### src/rtl/led_arb_pkg.sv
// Shared definitions for the LED time-slicing arbiter.
//   LED_W / IO_LED_W / PATTERN_W : display field widths
//   state_e                      : arbiter FSM states
//   dwell_cnt_w()                : width of the dwell down-counter
package led_arb_pkg;

  localparam int unsigned LED_W     = 8;
  localparam int unsigned IO_LED_W  = 24;
  localparam int unsigned PATTERN_W = 32;

  typedef enum logic [0:0] {
    IDLE,
    HOLD
  } state_e;

  // Counter only ever holds DWELL_CYCLES-1 down to 0; keep at least one bit.
  function automatic int unsigned dwell_cnt_w(input int unsigned cycles);
    int unsigned w;
    w = $clog2(cycles);
    return (w < 1) ? 1 : w;
  endfunction

endpackage

### src/rtl/rr_pick.sv
// Combinational round-robin search.
//   req    : request vector
//   ptr    : last winner; ptr+1 has highest priority, ptr itself lowest
//   valid  : any request found
//   onehot : one-hot winner (zero when !valid)
//   idx    : winner index (zero when !valid)
module rr_pick
  import led_arb_pkg::*;
#(
  parameter int unsigned NUM_REQ = 4
) (
  input  logic [NUM_REQ-1:0]         req,
  input  logic [$clog2(NUM_REQ)-1:0] ptr,
  output logic                       valid,
  output logic [NUM_REQ-1:0]         onehot,
  output logic [$clog2(NUM_REQ)-1:0] idx
);

  localparam int unsigned IDX_W = $clog2(NUM_REQ);

  logic [IDX_W-1:0] cand;

  always_comb begin
    valid  = 1'b0;
    onehot = '0;
    idx    = '0;
    cand   = '0;
    // Offsets 1..NUM_REQ so that ptr itself is examined last.
    for (int unsigned i = 1; i <= NUM_REQ; i++) begin
      cand = IDX_W'((32'(ptr) + i) % NUM_REQ);
      if (!valid && req[cand]) begin
        valid = 1'b1;
        idx   = cand;
      end
    end
    if (valid) begin
      onehot[idx] = 1'b1;
    end
  end

endmodule

### src/rtl/led_arbiter.sv
// Round-robin time-slicing arbiter for the 8 board LEDs and 24 IO-shield LEDs.
//   clk, rst   : clock, synchronous active-high reset
//   req        : per-requester level request
//   pattern    : requester i pattern at [32*i+31:32*i]
//   brightness : global PWM duty (only when LED_ARB_PWM_EN is defined)
//   grant      : one-hot owner, zero when idle
//   LED        : owner pattern [31:24]
//   IO_LED     : owner pattern [23:0]
// Build option: define LED_ARB_PWM_EN to add brightness gating of the outputs.
module led_arbiter
  import led_arb_pkg::*;
#(
  parameter int unsigned NUM_REQ      = 4,
  parameter int unsigned DWELL_CYCLES = 50_000_000
) (
  input  logic                           clk,
  input  logic                           rst,
  input  logic [NUM_REQ-1:0]             req,
  input  logic [NUM_REQ*PATTERN_W-1:0]   pattern,
`ifdef LED_ARB_PWM_EN
  input  logic [7:0]                     brightness,
`endif
  output logic [NUM_REQ-1:0]             grant,
  output logic [LED_W-1:0]               LED,
  output logic [IO_LED_W-1:0]            IO_LED
);

  localparam int unsigned IDX_W = $clog2(NUM_REQ);
  localparam int unsigned CNT_W = dwell_cnt_w(DWELL_CYCLES);
  localparam logic [CNT_W-1:0] RELOAD = CNT_W'(DWELL_CYCLES - 1);

  state_e                 state_q, state_d;
  logic [IDX_W-1:0]       ptr_q, ptr_d;
  logic [CNT_W-1:0]       cnt_q, cnt_d;
  logic [NUM_REQ-1:0]     grant_q, grant_d;
  logic [PATTERN_W-1:0]   out_q, out_d;
  logic [PATTERN_W-1:0]   sel_pat, disp_d;
  logic                   rel;

  logic                   pick_valid;
  logic [NUM_REQ-1:0]     pick_onehot;
  logic [IDX_W-1:0]       pick_idx;

  // One search serves both the idle pick and the release pick: in HOLD, ptr is
  // the owner, so the owner is naturally searched last.
  rr_pick #(
    .NUM_REQ (NUM_REQ)
  ) u_pick (
    .req    (req),
    .ptr    (ptr_q),
    .valid  (pick_valid),
    .onehot (pick_onehot),
    .idx    (pick_idx)
  );

  always_comb begin
    state_d = state_q;
    ptr_d   = ptr_q;
    cnt_d   = cnt_q;
    grant_d = grant_q;
    rel     = 1'b0;
    unique case (state_q)
      IDLE: begin
        grant_d = '0;
        if (pick_valid) begin
          state_d = HOLD;
          ptr_d   = pick_idx;
          cnt_d   = RELOAD;
          grant_d = pick_onehot;
        end
      end
      HOLD: begin
        rel = (cnt_q == '0) || !req[ptr_q];
        if (rel) begin
          if (pick_valid) begin
            ptr_d   = pick_idx;
            cnt_d   = RELOAD;
            grant_d = pick_onehot;
          end else begin
            state_d = IDLE;
            cnt_d   = '0;
            grant_d = '0;
          end
        end else begin
          cnt_d = (cnt_q == '0) ? '0 : cnt_q - 1'b1;
        end
      end
      default: begin
        state_d = IDLE;
        grant_d = '0;
      end
    endcase
  end

  // Slice of whoever owns the display after this edge.
  always_comb begin
    sel_pat = '0;
    for (int unsigned i = 0; i < NUM_REQ; i++) begin
      if (ptr_d == IDX_W'(i)) begin
        sel_pat = pattern[i*PATTERN_W +: PATTERN_W];
      end
    end
    disp_d = (state_d == HOLD) ? sel_pat : '0;
  end

`ifdef LED_ARB_PWM_EN
  logic [7:0] pwm_cnt_q;
  logic       gate;

  always_ff @(posedge clk) begin
    if (rst) begin
      pwm_cnt_q <= 8'h00;
    end else begin
      pwm_cnt_q <= pwm_cnt_q + 8'h01;
    end
  end

  // 8'hFF means fully on; otherwise duty is brightness/256.
  always_comb begin
    gate  = (brightness == 8'hFF) || (pwm_cnt_q < brightness);
    out_d = gate ? disp_d : '0;
  end
`else
  always_comb begin
    out_d = disp_d;
  end
`endif

  always_ff @(posedge clk) begin
    if (rst) begin
      state_q <= IDLE;
      ptr_q   <= IDX_W'(NUM_REQ - 1);
      cnt_q   <= '0;
      grant_q <= '0;
      out_q   <= '0;
    end else begin
      state_q <= state_d;
      ptr_q   <= ptr_d;
      cnt_q   <= cnt_d;
      grant_q <= grant_d;
      out_q   <= out_d;
    end
  end

  assign grant  = grant_q;
  assign LED    = out_q[PATTERN_W-1 -: LED_W];
  assign IO_LED = out_q[IO_LED_W-1:0];

endmodule

### config.mk
export PLATFORM = sky130hd
export DESIGN_NAME = led_arbiter
export DESIGN_NICKNAME = d
export VERILOG_FILES = /design/src/rtl/led_arb_pkg.sv /design/src/rtl/rr_pick.sv /design/src/rtl/led_arbiter.sv
export SDC_FILE = /design/constraint.sdc
export NUM_CORES = 1
export LEC_CHECK = 0
export CORE_MARGIN = 4
export CORE_UTILIZATION = 40
export DETAILED_ROUTE_END_ITERATION = 12
export GPL_TIMING_DRIVEN = 0
export PLACE_DENSITY = 0.79
export SYNTH_ARGS = -nofsm -noshare
export SYNTH_HDL_FRONTEND = slang
export SYNTH_SLANG_ARGS = --single-unit
### constraint.sdc
create_clock -name clk -period 2.82 [get_ports clk]
set_input_delay 0.846 -clock clk [delete_from_list [all_inputs] [get_ports clk]]
set_output_delay 0.846 -clock clk [all_outputs]
set_load 0.03 [all_outputs]
# Word-level counts from Yosys, hierarchy flattened
# Index checks and enable logic that the tools add are counted.
# word_totals
ff_bits,65
input_bits,134
out_inout_bits,36
wordCells,74
# classes
addsub,5
magnitude_cmp,7
eq_ne,5
n_mux,38
bitwise_logic,2
n_reduce_logical,12
# op_table
op,n
32-bit 2-to-1 mux,4
26-bit 2-to-1 mux,4
26-bit case mux with 2 select lines,1
26-bit zero test,1
"26-bit by 1-bit subtractor with 26-bit output, second input constant",1
"2-bit by 3-bit less-than comparator with 1-bit output, second input constant",6
1-bit 2-to-1 mux,12
2-bit 2-to-1 mux,6
1-bit binary-select mux with 2-bit select,5
4-bit 2-to-1 mux,2
4-bit case mux with 2 select lines,1
"2-bit by 1-bit adder with 2-bit output, second input constant",2
"2-bit adder, second input constant",2
"2-bit == test, second input constant",2
1-bit logical AND,4
1-bit zero test,4
2-bit case mux with 2 select lines,1
1-bit demux with 2-bit select,1
"2-bit by 1-bit == test with 1-bit output, second input constant",1
"2-bit by 1-bit greater-or-equal comparator with 1-bit output, second input constant",1
2-bit zero test,1
"2-bit by 1-bit inequality test with 1-bit output, second input constant",1
"2-bit inequality test, second input constant",1
1-bit inverter,2
other kinds (3),3

# Longest topological paths before layout
# Gate-level depths: netlist of the first run.
# logic_depth
ltp_word,21
ltp_mapped,10
depth_no_buf,8

# Cells and area by module
# A second synthesis of the first run with hierarchy kept.
# unflattened
cells_unflattened,640
hier_area_um2,5385.2
# modules_own_cells
mod,instances,cells_each,area_per_inst_um2,seq_area_each_um2
led_arbiter,1,606,5162.5,1301.2
rr_pick,1,34,222.7,0.0

# Worst setup path before layout of the first run
# Ideal clock, no wire load.
# synth_timing
path_type,input-to-reg
start,input req[1]
end,register out_q[5]
setup_ns,0.132
arrival_ns,2.539
t_required_ns,2.688
setup_slack_ns,0.149
path_stages,7
n_path_buf,2
path_cell_list,nor4_2 -> a21oi_1 -> a211oi_1 -> buf_4 -> clkbuf_4 -> mux2i_1 -> o22ai_2
# synth_via
elab_chain_len,20
elab_cells_between_ends,42
cone_classes,eq/ne (3); mux (28); bitwise (1); reduce/logical (10)
# synth_rtl
item,line_no,source
"start, declared",led_arbiter.sv:18,"input logic [NUM_REQ-1:0] req,"
1-bit binary-select mux with 2-bit select,rr_pick.sv:31,if (!valid && req[cand]) begin
1-bit 2-to-1 mux (not written as such),rr_pick.sv:31,
1-bit 2-to-1 mux,rr_pick.sv:31,
1-bit zero test,rr_pick.sv:31,
1-bit logical AND,rr_pick.sv:31,
1-bit 2-to-1 mux,rr_pick.sv:31,
1-bit zero test,rr_pick.sv:31,
1-bit logical AND,rr_pick.sv:31,
1-bit 2-to-1 mux,rr_pick.sv:31,
1-bit zero test,rr_pick.sv:31,
1-bit logical AND,rr_pick.sv:31,
2-bit 2-to-1 mux / 1-bit 2-to-1 mux (equally long branches),rr_pick.sv:31,
2-bit 2-to-1 mux,"led_arbiter.sv:65, led_arbiter.sv:75",
2-bit 2-to-1 mux,led_arbiter.sv:74,if (rel) begin
2-bit case mux with 2 select lines,led_arbiter.sv:62,unique case (state_q)
2-bit zero test,led_arbiter.sv:99,if (ptr_d == IDX_W'(i)) begin
32-bit 2-to-1 mux (4 in a row),led_arbiter.sv:99,
"end signal, assigned",led_arbiter.sv:141,out_q <= out_d;
"end, declared",led_arbiter.sv:36,"logic [PATTERN_W-1:0] out_q, out_d;"
# Parallel ways exist; a longest one is shown, timed or not. The select of a mux whose other input is x is not followed.
# A chain may end at the register's enable or synchronous reset.

# Worst setup path after layout of the first run
# layout_timing
start,input req[0]
end,register out_q[24]
# Same word-level chain as after synthesis.

==> results of run 1 <==
layout make-up:
cell class | instances | area (um2)
Fill cell | 699 | 3030
Multi-Input combinational cell | 298 | 2150
Timing Repair Buffer | 172 | 1700
Sequential cell | 65 | 1300
Buffer | 29 | 184
Clock buffer | 12 | 155
Tap cell | 108 | 135
Clock inverter | 3 | 40.0
Inverter | 7 | 26.3
cell usage after synthesis (4+ instances only):
library cell	number	area, um2
clkbuf_1	15	56.3
a21oi_1	26	130
a211oi_1	7	52.6
buf_4	6	45.0
a31oi_1	8	50.1
o22ai_1	32	200
nand2_1	19	71.3
a41o_1	5	50.1
nor2_1	38	143
o21ai_0	12	60.1
or3_1	4	25.0
o22ai_2	7	87.6
mux2i_1	64	641
a41oi_1	4	35.0
nor3_1	13	65.1
nor2b_1	4	25.0
nand3_1	8	40.0
inv_1	6	22.5
dfxtp_1	65	1300
o21a_1	4	30.0
routing by layer:
metal	global-route usage, %	vias up	wire length [um]	part of all wire (%)
met5	0	-	0	0
met4	7.97	0	265	2.0
met3	5.68	21	1000	7.4
met2	42.8	179	6960	52
met1	29.4	1901	5280	39
li1	-	1883	-	-
tightest hold or removal path, cell delays in order, from the launching register on:
cell and delay (ns):
dfxtp_1 0.31, nand2_1 0.05, a21oi_1 0.05
worst max path at each step:
| stage | slack, ns | cells after the start | start | to |
|---|---|---|---|---|
| floorplan | 0.15 | 7 | req[1] | out_q[5] |
| global placement | -0.94 | 8 | req[1] | out_q[19] |
| detailed placement | -0.95 | 8 | req[1] | out_q[3] |
| CTS | 0.03 | 9 | req[3] | out_q[24] |
| global route | -0.009 | 9 | req[0] | out_q[5] |
| finish | 0.07 | 9 | req[0] | out_q[24] |
metrics by stage:
step | utilization, % | TNS (ns) | std cells | area, um2 | worst slack (ns)
floorplan | - | 0 | 400 | 3590 | 0.149
global placement | 62.0 | -37.46 | 676 | 5410 | -0.937
detailed placement | 62.0 | -38.17 | 676 | 5410 | -0.954
CTS | 64.7 | 0 | 695 | 5640 | 0.0299
global route | 65.2 | -0.0428 | 694 | 5690 | -0.00876
finish | 65.2 | 0 | 694 | 5690 | 0.0708
repair_timing:
| item | 4_1_cts | 5_1_grt |
|---|---|---|
| pin swaps | 1 | 0 |
| setup endpoints to repair | 46 | 47 |
| buffers inserted | 4 | 0 |
| resized for setup | 8 | 24 |
registers in the layout (all words and copies together), names as in the netlist:
name     count
cnt_q       26
grant        4
state_q      1
out_q       32
ptr_q        2
power breakdown:
part	internal [mW]	leakage [nW]	switching, mW	total (mW)
combinational	0.685	1.61	0.731	1.42
sequential	1.05	0.540	0.0738	1.13
clock	0.449	0.102	0.346	0.795
cell families after synthesis:
| kind of cell | after synthesis | share of synthesized area, % |
|---|---|---|
| AND/OR/NAND/NOR | 108 | 15.8 |
| multiplexers | 65 | 18.5 |
| AO/OA/AOI/OAI | 123 | 23.4 |
| flip-flops | 65 | 36.3 |
| adder cells (fa/ha/maj) | 2 | 0.697 |
| buffers and inverters | 37 | 5.33 |
==> results.py, run 1 <==
metrics = {
    "detailed_routing": {
        "ant_nets": 0,
        "vias": 3984,
        "drc": 0,
        "drt_iter0_drc": 303,
        "wl_per_cell_um": 19.5,
        "drtPass1Iterations": 5,
        "viasPerCell": 5.74,
        "route.final.wire_length_um": 13500,
    },
    "timing": {
        "skew_ns": 0.00850,
        "post-route-period-util_pct": 97.5,
        "tightest_slew_ns": 0.618,
        "rsz0062_at_grt": "true",
        "max_freq_mhz": 364,
        "finalMaxSlewViolations": 0,
        "whs_ns": 0.449,
        "slew_headroom_pct": 58.8,
        "hold_viol_final": 0,
        "layout_min_cycle_time_ns": 2.75,
        "finalSetupViolations": 0,
    },
    "cts": {
        "clk_path_buf_depth": 2,
        "clk_pin_slew_ns": 0.07,
        "h-tree-depth": 3,
        "cts.sinks": 65,
        "cts_hold_buf": 0,
        "cts_tree": "built",
        "cts-root-buf": "clkbuf_8",
        "numCtsBuffers": 9,
        "clk_latency_ns": 0.34,
    },
    "power_and_ir_drop": {
        "ir_worst_vdd_mv": 0.267,
        "powerDensity_mw_per_mm2": 586,
        "p_total_mw": 3.34,
        "leakage_nw": 2.25,
    },
    "worst_setup_path": {
        "worstPathRequired_ns": 3.04,
        "r2r_cells": 8,
        "crit_chain": "dlygate4sd2_1 > mux4_2 > nand3_1 > a31oi_1 > a211oi_1 > buf_4 > buf_4 > mux2i_1 > o22ai_2",
        "critPathCaptureType": "flop",
        "cpLargestDelayFamily": "buffers and inverters",
        "crit_fanout": 10,
        "path_common_cell": "buf_4",
        "startpoint_type": "input pin",
        "critPathMaxStageDelay_ns": 0.53,
        "crit_buf_inv": 3,
        "r2r-end": "out_q[24]",
        "r2r_start": "cnt_q[3]",
        "slowest_stage": "mux4_2",
        "r2r_slack_ns": 0.26,
        "setup.worst_path.class": "input pin to flop",
        "worstPathArrival_ns": 2.97,
    },
    "placed_design": {
        "gp_congestion": 0.919,
        "io_buffers": 168,
        "dpl.hpwl_um": 10400,
    },
    "floorplanning": {
        "ios": 170,
        "coreArea_mm2": 0.00872,
        "initial_utilization_pct": 41.1,
        "die_area_mm2": 0.0106,
        "fp-row-count": 34,
        "die_w_um": 103,
        "die_y_um": 103,
    },
    "outcome": {
        "status": "completed",
    },
    "logic_synthesis": {
        "syn_nets": 536,
        "synth.avg_cell_area_um2": 8.97,
        "synthCells": 400,
        "synthArstFlopShare_pct": 0,
        "yosysSeqAreaShare_pct": 36.3,
        "yosysWarnings": 0,
        "synthesis.area_mm2": 0.00359,
        "yosysUniqueCellTypes": 48,
        "synth_ff_type": "dfxtp_1",
        "synth-seq-cells": 65,
        "synth_edf_count": 0,
    },
    "min_path": {
        "worst_hold_path.endpoint": "grant[2]",
        "hold_depth": 2,
        "holdCritStartpoint": "grant[2]",
        "hp-class": "flop to flop",
    },
    "global_route": {
        "track_usage_pct": 24.4,
        "grt_max_degree": 11,
        "grt_pass1_wl_um": 19900,
        "grt_overflow": 0,
        "grt_pass1_vias": 3855,
        "antenna_found_initial": 0,
    },
    "cells_and_area": {
        "insertedDiodeCount": 0,
        "layout_commonest_cell": "clkdlybuf4s50_1",
        "area_delta_synth_final_pct": 58.5,
        "layout-drive-gt1-share_pct": 10.8,
        "layout_common_cells": "clkdlybuf4s50_1, dfxtp_1, mux2i_1",
        "nNetsFinal": 718,
    },
    "job": {
        "cap_violations": 0,
    },
}
No activity file was read; power rests on OpenSTA's default activity.
==> inputs of run 2 (changes only) <==
- CAP_MARGIN: default -> 20
- PLACE_DENSITY: 0.79 -> default
- PLACE_DENSITY_LB_ADDON: default -> 0.1
==> run 2 against run 1 <==
Compared with the run above:
- first-iteration DRC count is 25% lower
- wire length fell by 2.7%
- flip-flop and latch count stayed put
- sequential power is essentially flat
- register-to-register slack hardly changed
- final cell count fell by 0.14%
- combinational power shrank 4%
- sequential share of layout area is 0.055 points lower
- critical path depth unchanged
- core utilization up 0.16 points
- clock power grew 37%
- via count is 1.5% lower
- largest power group unchanged
==> results.py, run 2 (same netlist as run 1, synthesis figures left out) <==
metrics = {
    "cts": {
        "cts-root-buf": "clkbuf_8",
        "h-tree-depth": 3,
        "numCtsBuffers": 9,
        "clk_latency_ns": 0.34,
        "clk_path_buf_depth": 2,
        "cts.sinks": 65,
        "cts_tree": "built",
        "clk_pin_slew_ns": 0.08,
        "cts_hold_buf": 0,
    },
    "timing": {
        "rsz0062_at_grt": "true",
        "tightest_slew_ns": 0.615,
        "setup_ws_ns": 0.0593,
        "skew_ns": 0.00781,
        "finalMaxSlewViolations": 0,
        "whs_ns": 0.450,
        "hold_viol_final": 0,
        "max_freq_mhz": 362,
        "post-route-period-util_pct": 97.9,
        "layout_min_cycle_time_ns": 2.76,
        "slew_headroom_pct": 58.7,
        "finalSetupViolations": 0,
    },
    "job": {
        "cap_violations": 0,
    },
    "detailed_routing": {
        "drtPass1Iterations": 5,
        "ant_nets": 0,
        "vias": 3926,
        "viasPerCell": 5.67,
        "wl_per_cell_um": 19.0,
        "drt_iter0_drc": 226,
        "route.final.wire_length_um": 13100,
        "drc": 0,
    },
    "worst_setup_path": {
        "setup.worst_path.start": "req[0]",
        "critPathCaptureType": "flop",
        "crit_fanout": 10,
        "worstPathArrival_ns": 3.02,
        "r2r_start": "cnt_q[3]",
        "startpoint_type": "input pin",
        "setup.worst_path.class": "input pin to flop",
        "worstPathRequired_ns": 3.08,
    },
    "placed_design": {
        "io_buffers": 168,
        "dpl_cell_area_mm2": 0.00541,
        "place_ws_ns": -0.913,
        "dpl.hpwl_um": 10300,
        "gp_congestion": 0.880,
    },
    "outcome": {
        "status": "completed",
    },
    "global_route": {
        "antenna_found_initial": 0,
        "grt_max_degree": 12,
        "grt_pass1_vias": 3767,
        "grt_pass1_wl_um": 19400,
        "grt_overflow": 0,
        "track_usage_pct": 23.7,
    },
    "floorplanning": {
        "fp-row-count": 34,
        "die_w_um": 103,
        "initial_utilization_pct": 41.1,
        "die_area_mm2": 0.0106,
        "ios": 170,
        "die_y_um": 103,
        "coreArea_mm2": 0.00872,
    },
    "power_and_ir_drop": {
        "ir_worst_vdd_mv": 0.355,
        "powerDensity_mw_per_mm2": 629,
        "leakage_nw": 2.27,
    },
    "cells_and_area": {
        "area_delta_synth_final_pct": 58.9,
        "insertedDiodeCount": 0,
        "layout_commonest_cell": "clkdlybuf4s50_1",
        "layout_common_cells": "clkdlybuf4s50_1, dfxtp_1, mux2i_1",
        "regMostFlops": "out_q",
        "largest_reg_flops": 32,
        "stdcell_area_mm2": 0.00570,
        "nNetsFinal": 716,
        "layout-drive-gt1-share_pct": 9.23,
    },
    "min_path": {
        "hp-class": "flop to flop",
        "holdCritStartpoint": "grant[2]",
    },
}
## run 2: final timing paths
path	endpoint	slack, ns	cells past startpoint
worst max-delay path	out_q[25]	0.06	9
worst min-delay path	grant[2]	0.45	2
worst max register to register	out_q[25]	0.26	8
worst min register to register	grant[2]	0.45	2
## run 2: power breakdown
group	internal, mW	switching (mW)	total, mW
sequential	1.05	0.0720	1.12
combinational	0.659	0.713	1.37
clock	0.724	0.370	1.09
total	2.43	1.16	3.59
## run 2: routing by layer
| metal | GRT usage, % | routed length (um) |
|---|---|---|
| met5 | 0 | 0 |
| met4 | 9.99 | 339 |
| met3 | 6.09 | 1060 |
| met2 | 41.4 | 6770 |
| met1 | 27.5 | 4980 |
## run 2: critical path, cell delays in order
cell           delay (ns)
dlygate4sd2_1        0.30
mux4_2               0.52
and2_1               0.20
o21ai_2              0.08
a21oi_1              0.12
or4_1                0.46
buf_2                0.18
buf_6                0.15
o22ai_1              0.15
## run 2: layout make-up
type	instances	area (um2)
Clock buffer	11	151
Tap cell	108	135
Inverter	7	26.3
Clock inverter	5	125
Sequential cell	65	1300
Fill cell	771	3020
Multi-Input combinational cell	298	2110
Timing Repair Buffer	169	1680
Buffer	30	178
## run 2: repair_timing
item / 4_1_cts / 5_1_grt
resized for setup: 9 / 9
setup buffers: 1 / 0
setup endpoints to repair: 43 / 21
pin swaps: 1 / 0
## run 2: through the flow
step	util, %	setup TNS (ns)	power, mW	std cells
2_1_floorplan	-	0	1.95	400
3_3_place_gp	62.0	-36.18	2.48	676
3_5_place_dp	62.0	-37.71	2.51	676
4_1_cts	65.4	0	3.61	693
5_1_grt	65.4	-0.0291	3.76	693
6_report	65.4	0	3.59	693
